<file path="config.mk">
export PLATFORM = sky130hd
export DESIGN_NAME = fns_coder_pipe_flat
export DESIGN_NICKNAME = d
export VERILOG_FILES = /design/src/rtl/fns_pkg.sv /design/src/rtl/fns_coder_pipe_if.sv /design/src/rtl/fns_coder_stage.sv /design/src/rtl/fns_coder_pipe.sv /design/src/flat_wrapper.sv
export SDC_FILE = /design/constraint.sdc
export NUM_CORES = 1
export LEC_CHECK = 0
export ABC_AREA = 0
export BUFFER_PORTS_ARGS = -buffer_cell sky130_fd_sc_hd__buf_2
export CORE_MARGIN = 1.5
export CORE_UTILIZATION = 40
export DETAILED_ROUTE_END_ITERATION = 12
export GPL_ROUTABILITY_DRIVEN = 0
export PLACE_DENSITY_LB_ADDON = 0.25
export SYNTH_ARGS = -nofsm -noshare
export SYNTH_HDL_FRONTEND = slang
export SYNTH_SLANG_ARGS = --single-unit
</file>
<file path="constraint.sdc">
create_clock -name clock -period 15.7 [get_ports clock]
set_clock_uncertainty 0.2 [all_clocks]
set_input_delay 3.14 -clock clock [delete_from_list [all_inputs] [get_ports clock]]
set_output_delay 3.14 -clock clock [all_outputs]
set_load 0.01 [all_outputs]
</file>
<file path="src/rtl/fns_pkg.sv">
// Shared helpers for the Fibonacci-numeral-system (FNS) TSV coder.
package fns_pkg;

  // Number of code lines resolved by each pipeline stage; the last stage
  // resolves whatever is left over.
  function automatic int fns_bps(input int n, input int stages);
    return (n + stages - 1) / stages;
  endfunction

  // Weight of code line idx in the default Fibonacci table (1,1,2,3,5,...),
  // truncated to dw bits so it fits one weight field.
  function automatic longint unsigned FNS_DEF_W(input int idx, input int dw);
    longint unsigned a;
    longint unsigned b;
    longint unsigned t;
    a = 64'd1;
    b = 64'd1;
    for (int k = 0; k < idx; k++) begin
      t = a + b;
      a = b;
      b = t;
    end
    if (dw < 64) begin
      a = a & ((64'd1 << dw) - 64'd1);
    end
    return a;
  endfunction

endpackage

</file>
<file path="src/rtl/fns_coder_pipe_if.sv">
// Bus bundle of the FNS coder: configuration port, input stream and output stream.
interface fns_coder_pipe_if #(
  parameter int DW = 8,
  parameter int N  = 9
);
  logic          cfg_we;
  logic [N*DW-1:0] cfg_w;
  logic [N-1:0]  cfg_mask;
  logic          cfg_busy;
  logic          in_valid;
  logic          in_ready;
  logic [DW-1:0] datain;
  logic          out_valid;
  logic          out_ready;
  logic [N-1:0]  codeout;
  logic          ovf;

  // Data source / consumer side
  modport master (
    output cfg_we, cfg_w, cfg_mask, in_valid, datain, out_ready,
    input  cfg_busy, in_ready, out_valid, codeout, ovf
  );

  // Coder side
  modport slave (
    input  cfg_we, cfg_w, cfg_mask, in_valid, datain, out_ready,
    output cfg_busy, in_ready, out_valid, codeout, ovf
  );
endinterface

</file>
<file path="src/rtl/fns_coder_stage.sv">
// One pipeline stage of the FNS coder: greedy decomposition over lines HI..LO
// of the residual handed over by the previous stage, plus the stage register.
// A stage with HI < LO resolves no lines and only forwards its word.
module fns_coder_stage #(
  parameter int DW = 8,
  parameter int N  = 9,
  parameter int LO = 0,
  parameter int HI = 8
) (
  input  logic            clock,
  input  logic            reset,
  input  logic            adv_i,
  input  logic            valid_i,
  input  logic [DW-1:0]   r_i,
  input  logic [N-1:0]    code_i,
  input  logic [N*DW-1:0] w_i,
  input  logic [N-1:0]    mask_i,
  output logic            valid_o,
  output logic [DW-1:0]   r_o,
  output logic [N-1:0]    code_o
);

  logic          valid_q, valid_d;
  logic [DW-1:0] r_q, r_d;
  logic [N-1:0]  code_q, code_d;
  logic [DW-1:0] rRes;
  logic [N-1:0]  codeRes;
  logic          take;

  // Greedy MSB-first step over this stage's lines; masked lines stay 0 and keep the residual
  always_comb begin
    rRes    = r_i;
    codeRes = code_i;
    take    = 1'b0;
    for (int i = N - 1; i >= 0; i--) begin
      if (i <= HI && i >= LO) begin
        take       = mask_i[i] && (rRes >= w_i[i*DW +: DW]);
        codeRes[i] = take;
        if (take) begin
          rRes = rRes - w_i[i*DW +: DW];
        end
      end
    end
  end

  // Load a new word when the stage advances, otherwise hold; data only moves with a valid word
  always_comb begin
    valid_d = valid_q;
    r_d     = r_q;
    code_d  = code_q;
    if (adv_i) begin
      valid_d = valid_i;
      if (valid_i) begin
        r_d    = rRes;
        code_d = codeRes;
      end
    end
  end

  // Stage register with synchronous flush
  always_ff @(posedge clock) begin
    if (reset) begin
      valid_q <= 1'b0;
      r_q     <= '0;
      code_q  <= '0;
    end else begin
      valid_q <= valid_d;
      r_q     <= r_d;
      code_q  <= code_d;
    end
  end

  assign valid_o = valid_q;
  assign r_o     = r_q;
  assign code_o  = code_q;

endmodule

</file>
<file path="src/rtl/fns_coder_pipe.sv">
// Pipelined FNS crosstalk-avoidance encoder for a TSV bundle with a run-time
// weight/mask table and valid/ready flow control on both sides.
module fns_coder_pipe
  import fns_pkg::*;
#(
  parameter int DW     = 8,
  parameter int N      = 9,
  parameter int STAGES = 3
) (
  input logic             clock,
  input logic             reset,
  fns_coder_pipe_if.slave bus
);

  localparam int BPS = fns_bps(N, STAGES);

  function automatic logic [N*DW-1:0] defTable();
    logic [N*DW-1:0] t;
    longint unsigned w;
    t = '0;
    for (int i = 0; i < N; i++) begin
      w = FNS_DEF_W(i, DW);
      t[i*DW +: DW] = w[DW-1:0];
    end
    return t;
  endfunction

  localparam logic [N*DW-1:0] DEF_W = defTable();

  logic [N*DW-1:0] wTab_q, wTab_d;
  logic [N-1:0]    mask_q, mask_d;
  logic [STAGES:0] adv;
  logic [STAGES-1:0] stValid;
  logic [DW-1:0]   stR [STAGES];
  logic [N-1:0]    stCode [STAGES];
  logic            inHandshake;
  logic            cfgApply;

  // Backpressure chain: a stage may move if it is empty or the stage after it moves
  always_comb begin
    adv = '0;
    adv[STAGES] = bus.out_ready;
    for (int k = STAGES - 1; k >= 0; k--) begin
      adv[k] = !stValid[k] || adv[k + 1];
    end
  end

  assign bus.in_ready = adv[0] && !reset;
  assign inHandshake  = bus.in_valid && bus.in_ready;

  // The table only changes with the pipe empty and nothing entering, so no word sees two tables
  assign cfgApply     = bus.cfg_we && !(|stValid) && !inHandshake && !reset;
  assign bus.cfg_busy = bus.cfg_we && !reset && !cfgApply;

  // Next weight table and mask
  always_comb begin
    wTab_d = wTab_q;
    mask_d = mask_q;
    if (cfgApply) begin
      wTab_d = bus.cfg_w;
      mask_d = bus.cfg_mask;
    end
  end

  // Table register, back to the Fibonacci table with all lines usable on reset
  always_ff @(posedge clock) begin
    if (reset) begin
      wTab_q <= DEF_W;
      mask_q <= '1;
    end else begin
      wTab_q <= wTab_d;
      mask_q <= mask_d;
    end
  end

  for (genvar k = 0; k < STAGES; k++) begin : gStage
    localparam int HI = N - 1 - k * BPS;
    localparam int LO = (k == STAGES - 1) ? 0 : N - (k + 1) * BPS;

    logic          upValid;
    logic [DW-1:0] upR;
    logic [N-1:0]  upCode;

    if (k == 0) begin : gFirst
      assign upValid = bus.in_valid;
      assign upR     = bus.datain;
      assign upCode  = '0;
    end else begin : gNext
      assign upValid = stValid[k - 1];
      assign upR     = stR[k - 1];
      assign upCode  = stCode[k - 1];
    end

    fns_coder_stage #(
      .DW(DW),
      .N (N),
      .LO(LO),
      .HI(HI)
    ) uStage (
      .clock  (clock),
      .reset  (reset),
      .adv_i  (adv[k]),
      .valid_i(upValid),
      .r_i    (upR),
      .code_i (upCode),
      .w_i    (wTab_q),
      .mask_i (mask_q),
      .valid_o(stValid[k]),
      .r_o    (stR[k]),
      .code_o (stCode[k])
    );
  end

  assign bus.out_valid = stValid[STAGES - 1];
  assign bus.codeout   = stCode[STAGES - 1];
  assign bus.ovf       = |stR[STAGES - 1];

endmodule

</file>
<file path="src/flat_wrapper.sv">
// flat-port wrapper written by rule: the top's interface ports become plain ports
module fns_coder_pipe_flat import fns_pkg::*;
#(
  parameter int DW     = 8,
  parameter int N      = 9,
  parameter int STAGES = 3
)
  (clock, reset, bus_cfg_we, bus_cfg_w, bus_cfg_mask, bus_in_valid, bus_datain, bus_out_ready, bus_cfg_busy, bus_in_ready, bus_out_valid, bus_codeout, bus_ovf);
  fns_coder_pipe_if #(.DW(DW), .N(N)) bus_i ();
  input logic clock;
  input logic reset;
  input wire logic [$bits(bus_i.cfg_we)-1:0] bus_cfg_we;
  input wire logic [$bits(bus_i.cfg_w)-1:0] bus_cfg_w;
  input wire logic [$bits(bus_i.cfg_mask)-1:0] bus_cfg_mask;
  input wire logic [$bits(bus_i.in_valid)-1:0] bus_in_valid;
  input wire logic [$bits(bus_i.datain)-1:0] bus_datain;
  input wire logic [$bits(bus_i.out_ready)-1:0] bus_out_ready;
  output wire logic [$bits(bus_i.cfg_busy)-1:0] bus_cfg_busy;
  output wire logic [$bits(bus_i.in_ready)-1:0] bus_in_ready;
  output wire logic [$bits(bus_i.out_valid)-1:0] bus_out_valid;
  output wire logic [$bits(bus_i.codeout)-1:0] bus_codeout;
  output wire logic [$bits(bus_i.ovf)-1:0] bus_ovf;
  assign bus_i.cfg_we = bus_cfg_we;
  assign bus_i.cfg_w = bus_cfg_w;
  assign bus_i.cfg_mask = bus_cfg_mask;
  assign bus_i.in_valid = bus_in_valid;
  assign bus_i.datain = bus_datain;
  assign bus_i.out_ready = bus_out_ready;
  assign bus_cfg_busy = bus_i.cfg_busy;
  assign bus_in_ready = bus_i.in_ready;
  assign bus_out_valid = bus_i.out_valid;
  assign bus_codeout = bus_i.codeout;
  assign bus_ovf = bus_i.ovf;
  fns_coder_pipe #(.DW(DW), .N(N), .STAGES(STAGES)) u_core (.clock(clock), .reset(reset), .bus(bus_i));
endmodule
</file>
# Word level (Yosys, flattened, before mapping)
# Index checks and enable logic that the tools add are counted.
# classes
add_sub_neg,9
multipliers,0
n_div,0
order_cmp,9
n_eq_ne,0
shifts,0
mux,9
bitwise,0
reduce_logical,31
# op_table
operator,count
$ge 8x8->1,9
$mux 8,9
$sub 8x8->8,9
$logic_and 1x1->1,16
$reduce_or 8->1,1
$logic_not 1->1,7
$reduce_and 2->1,3
$logic_or 1x1->1,3
$reduce_or 3->1,1
# totals
register_bits,126
latchBits,0
mem_bits_rw,0
romBits,0
inputBits,94
output_inout_bits,13
wordCells,69
memories,0

# Logic depth before layout (Yosys ltp)
# depth
depth_word,11
mapped_depth,29
depth_no_buf,26

# Cells and area by module
# Synthesis repeated with hierarchy kept, for this count alone.
# unflattened
hier_cells,1231
hier_area_um2,9836.9
# by_module_without_submodules
module,instances,cells_per_inst,area_per_inst_um2,seq_area_each_um2
fns_coder_pipe,1,380,3249.4,1621.6
fns_coder_stage (u_core.gStage[0].uStage),1,306,2282.2,360.3
fns_coder_stage (u_core.gStage[2].uStage),1,277,2158.3,360.3
fns_coder_stage (u_core.gStage[1].uStage),1,268,2147.1,360.3

# Worst setup path after synthesis
# Ideal clock, no wire load.
# synth_timing
kind,input port to flip-flop
startpoint,input bus_datain[0]
endpoint,register u_core.gStage[0].uStage.r_q[7]
setup_ps,91
arrival_time_ps,8230
t_required_ps,15409
setup_slack_ps,7179
cell_stages,24
path_buffers,3
path_cell_list,inv_1 > ha_1 > inv_1 > fa_1 > nand3_1 > a311oi_1 > o21ai_1 > mux2_2 > ha_1 > fa_1 > nand2b_1 > o2bb2ai_1 > a21oi_1 > or2_1 > clkbuf_1 > clkbuf_1 > mux2_1 > ha_1 > a21oi_1 > a21oi_1 > o21bai_1 > clkbuf_1 > o211ai_1 > a311oi_1
# synth_between
elab_chain_len,9
word_cells_on_any_way,12
classes_between,add/sub: 3; order compare: 3; mux: 3; reduce/logical: 3
# synth_rtl
item,line,source
start: declaration,flat_wrapper.sv:16,input wire logic [$bits(bus_i.datain)-1:0] bus_datain;
$ge 8x8->1,fns_coder_stage.sv:37,take = mask_i[i] && (rRes >= w_i[i*DW +: DW]);
$logic_and 1x1->1,fns_coder_stage.sv:37,
$mux 8 (*),fns_coder_stage.sv:39,if (take) begin
$ge 8x8->1,fns_coder_stage.sv:37,
$logic_and 1x1->1,fns_coder_stage.sv:37,
$mux 8 (*),fns_coder_stage.sv:39,
$ge 8x8->1,fns_coder_stage.sv:37,
$logic_and 1x1->1,fns_coder_stage.sv:37,
$mux 8 (*),fns_coder_stage.sv:39,
end signal: assignment,fns_coder_stage.sv:68,r_q <= r_d;
end: declaration,fns_coder_stage.sv:24,"logic [DW-1:0] r_q, r_d;"
# Mark *: on every way between the ends. The rest lies on a longest branch, timed or not.
# A chain may end at the register's enable or synchronous reset.

# Worst setup path in the final report
# layout_timing
startpoint,input bus_datain[0]
endpoint,register u_core.gStage[0].uStage.r_q[2]
# Same word-level chain as after synthesis.

==> results_dict.tcl <==
set metrics [dict create \
    outcome "finished, final reports clean" \
    cts_made_buffers 17 \
    crit_arrival_ns 9.63 \
    syn_inst 1119 \
    syn_area_mm2 0.00859 \
    ys_ff_latch 126 \
    drt-total-wl_mm 21.7 \
    core_area_mm2 0.0210 \
    setup_viol 0 \
    cts_tree "built" \
    hp-class "reg2reg" \
    nets 1372 \
    tns_ns 0 \
    dieArea_mm2 0.0224 \
    grt_max_degree 71 \
    grt_util_all_layers_pct 20.0 \
    final_cells 1486 \
    fin_crit_sh_pct 60.5 \
    area_delta_synth_final_pct 15.4 \
    critical_path_class "in2reg" \
    cts_root_buf "clkbuf_16" \
    portBuffers 106 \
    crit_required_ns 15.84 \
    clk_latency_ns 0.43 \
    path_max_fanout 18 \
    hold_buffers 0 \
    grt_pass1_vias 7323 \
    rrSetupSlack_ns 8.73 \
    die_h_um 150 \
    layout-drive-gt1-share_pct 13.6 \
    yosys_warnings 0 \
    via_count 7862 \
    clock.fmax_mhz 105 \
    worst_slew_margin_rel_pct 26.3 \
    synth_flop_cell "dfxtp_1" \
    post_cts_buffers 0 \
    start_kind "primary input" \
    drt_iter0_markers 438 \
    die_w_um 150 \
    reg2reg_from "u_core.wTab_q[64]" \
    hold_start "u_core.wTab_q[70]" \
    synth_cell_types 67 \
    drc 0 \
    rsz0062_at_grt "false" \
    numPlacedInstances 1453 \
    filler_cell_count 2143 \
    cts.path.max_buffers 2 \
    synth_edf_count 0 \
    hold_viol 0 \
    grt_overflow 0 \
    h-tree-depth 4 \
    antenna_found_initial 1 \
    ant_nets 0 \
    clk_pin_slew_worst_paths_ns 0.06 \
    fin_crit_ns 9.49 \
    post-dp-hpwl_mm 16.1 \
    worstMarginPinSlew_ns 1.10 \
    slew_viol_final 0 \
    cts_resized 0 \
    grt_pass1_wl_mm 35.4 \
    synth-async-reset-ratio_pct 0 \
    yosysSeqAreaShare_pct 29.3 \
    rows 53 \
    cp-end-kind "flop" \
    critPathLaunch "bus_datain[0]" \
    syn_nets 1294 \
    clock-sinks 126 \
    avgSynthCellArea_um2 7.68 \
    dr.pass1.iters 5 \
    drv_cap 0 \
    routed_via_density 5.29 \
    start_util_pct 40.9 \
    ios 107 \
    drt-wirelength-per-cell_um 14.6 \
]
==> registers in the layout (all words and copies together) (netlist names) <==
| register | cells |
|---|---|
| u_core.mask_q | 9 |
| u_core.gStage.uStage.code_o | 18 |
| u_core.gStage.uStage.valid_o | 3 |
| u_core.wTab_q | 72 |
| u_core.gStage.uStage.r_o | 24 |
==> final timing paths <==
path                                          to  depth (start not counted)
hold / removal                 u_core.wTab_q[70]                          2
setup reg to reg  u_core.gStage[0].uStage.r_o[2]                         23
setup / recovery  u_core.gStage[0].uStage.r_o[2]                         25
hold reg to reg                u_core.wTab_q[70]                          2
==> layout by cell type, fill, tap and decap left out, types with 17 or more instances in the layout <==
cell type,netlist,layout
a21oi_1,115,115
buf_2,2,105
clkbuf_16,0,17
dfxtp_1,126,126
ha_1,72,72
inv_1,91,91
mux2i_1,18,18
nand2_1,195,194
nand3b_1,20,20
nor2_1,87,87
nor3_1,21,21
o21a_1,26,26
o21ai_0,26,26
xnor2_1,27,27
==> cell type report <==
type                            count  area (um^2)  share of cell area (%)
Inverter                           91          342                    3.44
Timing Repair Buffer              111          571                    5.75
Antenna cell                        1         2.50                  0.0252
Sequential cell                   126         2520                    25.4
Tap cell                          275          344                    3.47
Clock buffer                       21          460                    4.64
Multi-Input combinational cell    850         5540                    55.8
Clock inverter                     11          140                    1.41
==> cells in the mapped netlist, types with 13 or more instances <==
cell type,instances,area share [%]
o21ai_0,26,1.5
nand3_1,15,0.87
a21o_1,13,1.1
mux2i_1,18,2.1
dfxtp_1,126,29
xor2_1,14,1.4
o21a_1,26,2.3
xnor2_1,27,2.8
a21oi_1,115,6.7
a211oi_1,15,1.3
o21ai_1,15,0.87
nand3b_1,20,1.7
ha_1,72,10
nor3_1,21,1.2
inv_1,91,4.0
clkbuf_1,46,2.0
nor2b_1,16,1.2
nand2_1,195,8.5
nor2_1,87,3.8
==> stage by stage <==
stage	setup WS [ns]	hold WS, ns	cell area (um^2)	util, %
after floorplan	7.18	0.231	8590	-
after global placement	6.02	0.242	9310	44.3
after detailed placement	5.88	0.247	9310	44.3
after CTS	6.28	0.255	9910	47.2
after global routing	5.60	0.261	9910	47.2
final	6.21	0.252	9920	47.2
==> per-layer routing <==
layer | vias to the layer above | GRT usage (%) | share of wire [%]
li1 | 4043 | - | -
met1 | 3624 | 25.2 | 47
met2 | 162 | 33.5 | 47
met3 | 33 | 3.84 | 4.3
met4 | 0 | 7.77 | 2.2
met5 | - | 0 | 0
==> worst max-delay path, cell delays in order <==
cell	delay (ns)
buf_2	0.09
inv_1	0.08
ha_1	0.17
inv_1	0.06
fa_1	0.40
nand3_1	0.12
a311oi_1	0.09
o21ai_1	0.78
mux2_2	0.45
ha_1	0.22
fa_1	0.43
nand2b_1	0.16
o2bb2ai_1	0.17
a21oi_1	0.17
or2_1	0.50
mux2_2	0.29
ha_1	0.19
fa_1	0.22
inv_1	0.05
a21oi_1	0.22
a21oi_1	0.10
o21bai_1	0.87
nor2b_1	0.31
a21oi_1	0.10
a211oi_1	0.23
==> kinds of logic after synthesis <==
| group | after synthesis | share of synthesized area [%] |
|---|---|---|
| mux | 38 | 4.94 |
| compound gates | 289 | 21.6 |
| flops | 126 | 29.3 |
| fa+ha+maj | 81 | 12.6 |
| xor+xnor | 41 | 4.18 |
| simple gates | 401 | 21.0 |
| buf+inv | 143 | 6.36 |
Power is left out: the tool's default activity adds up to more than one toggle a clock period on the data nets, which glitch-free logic cannot reach.
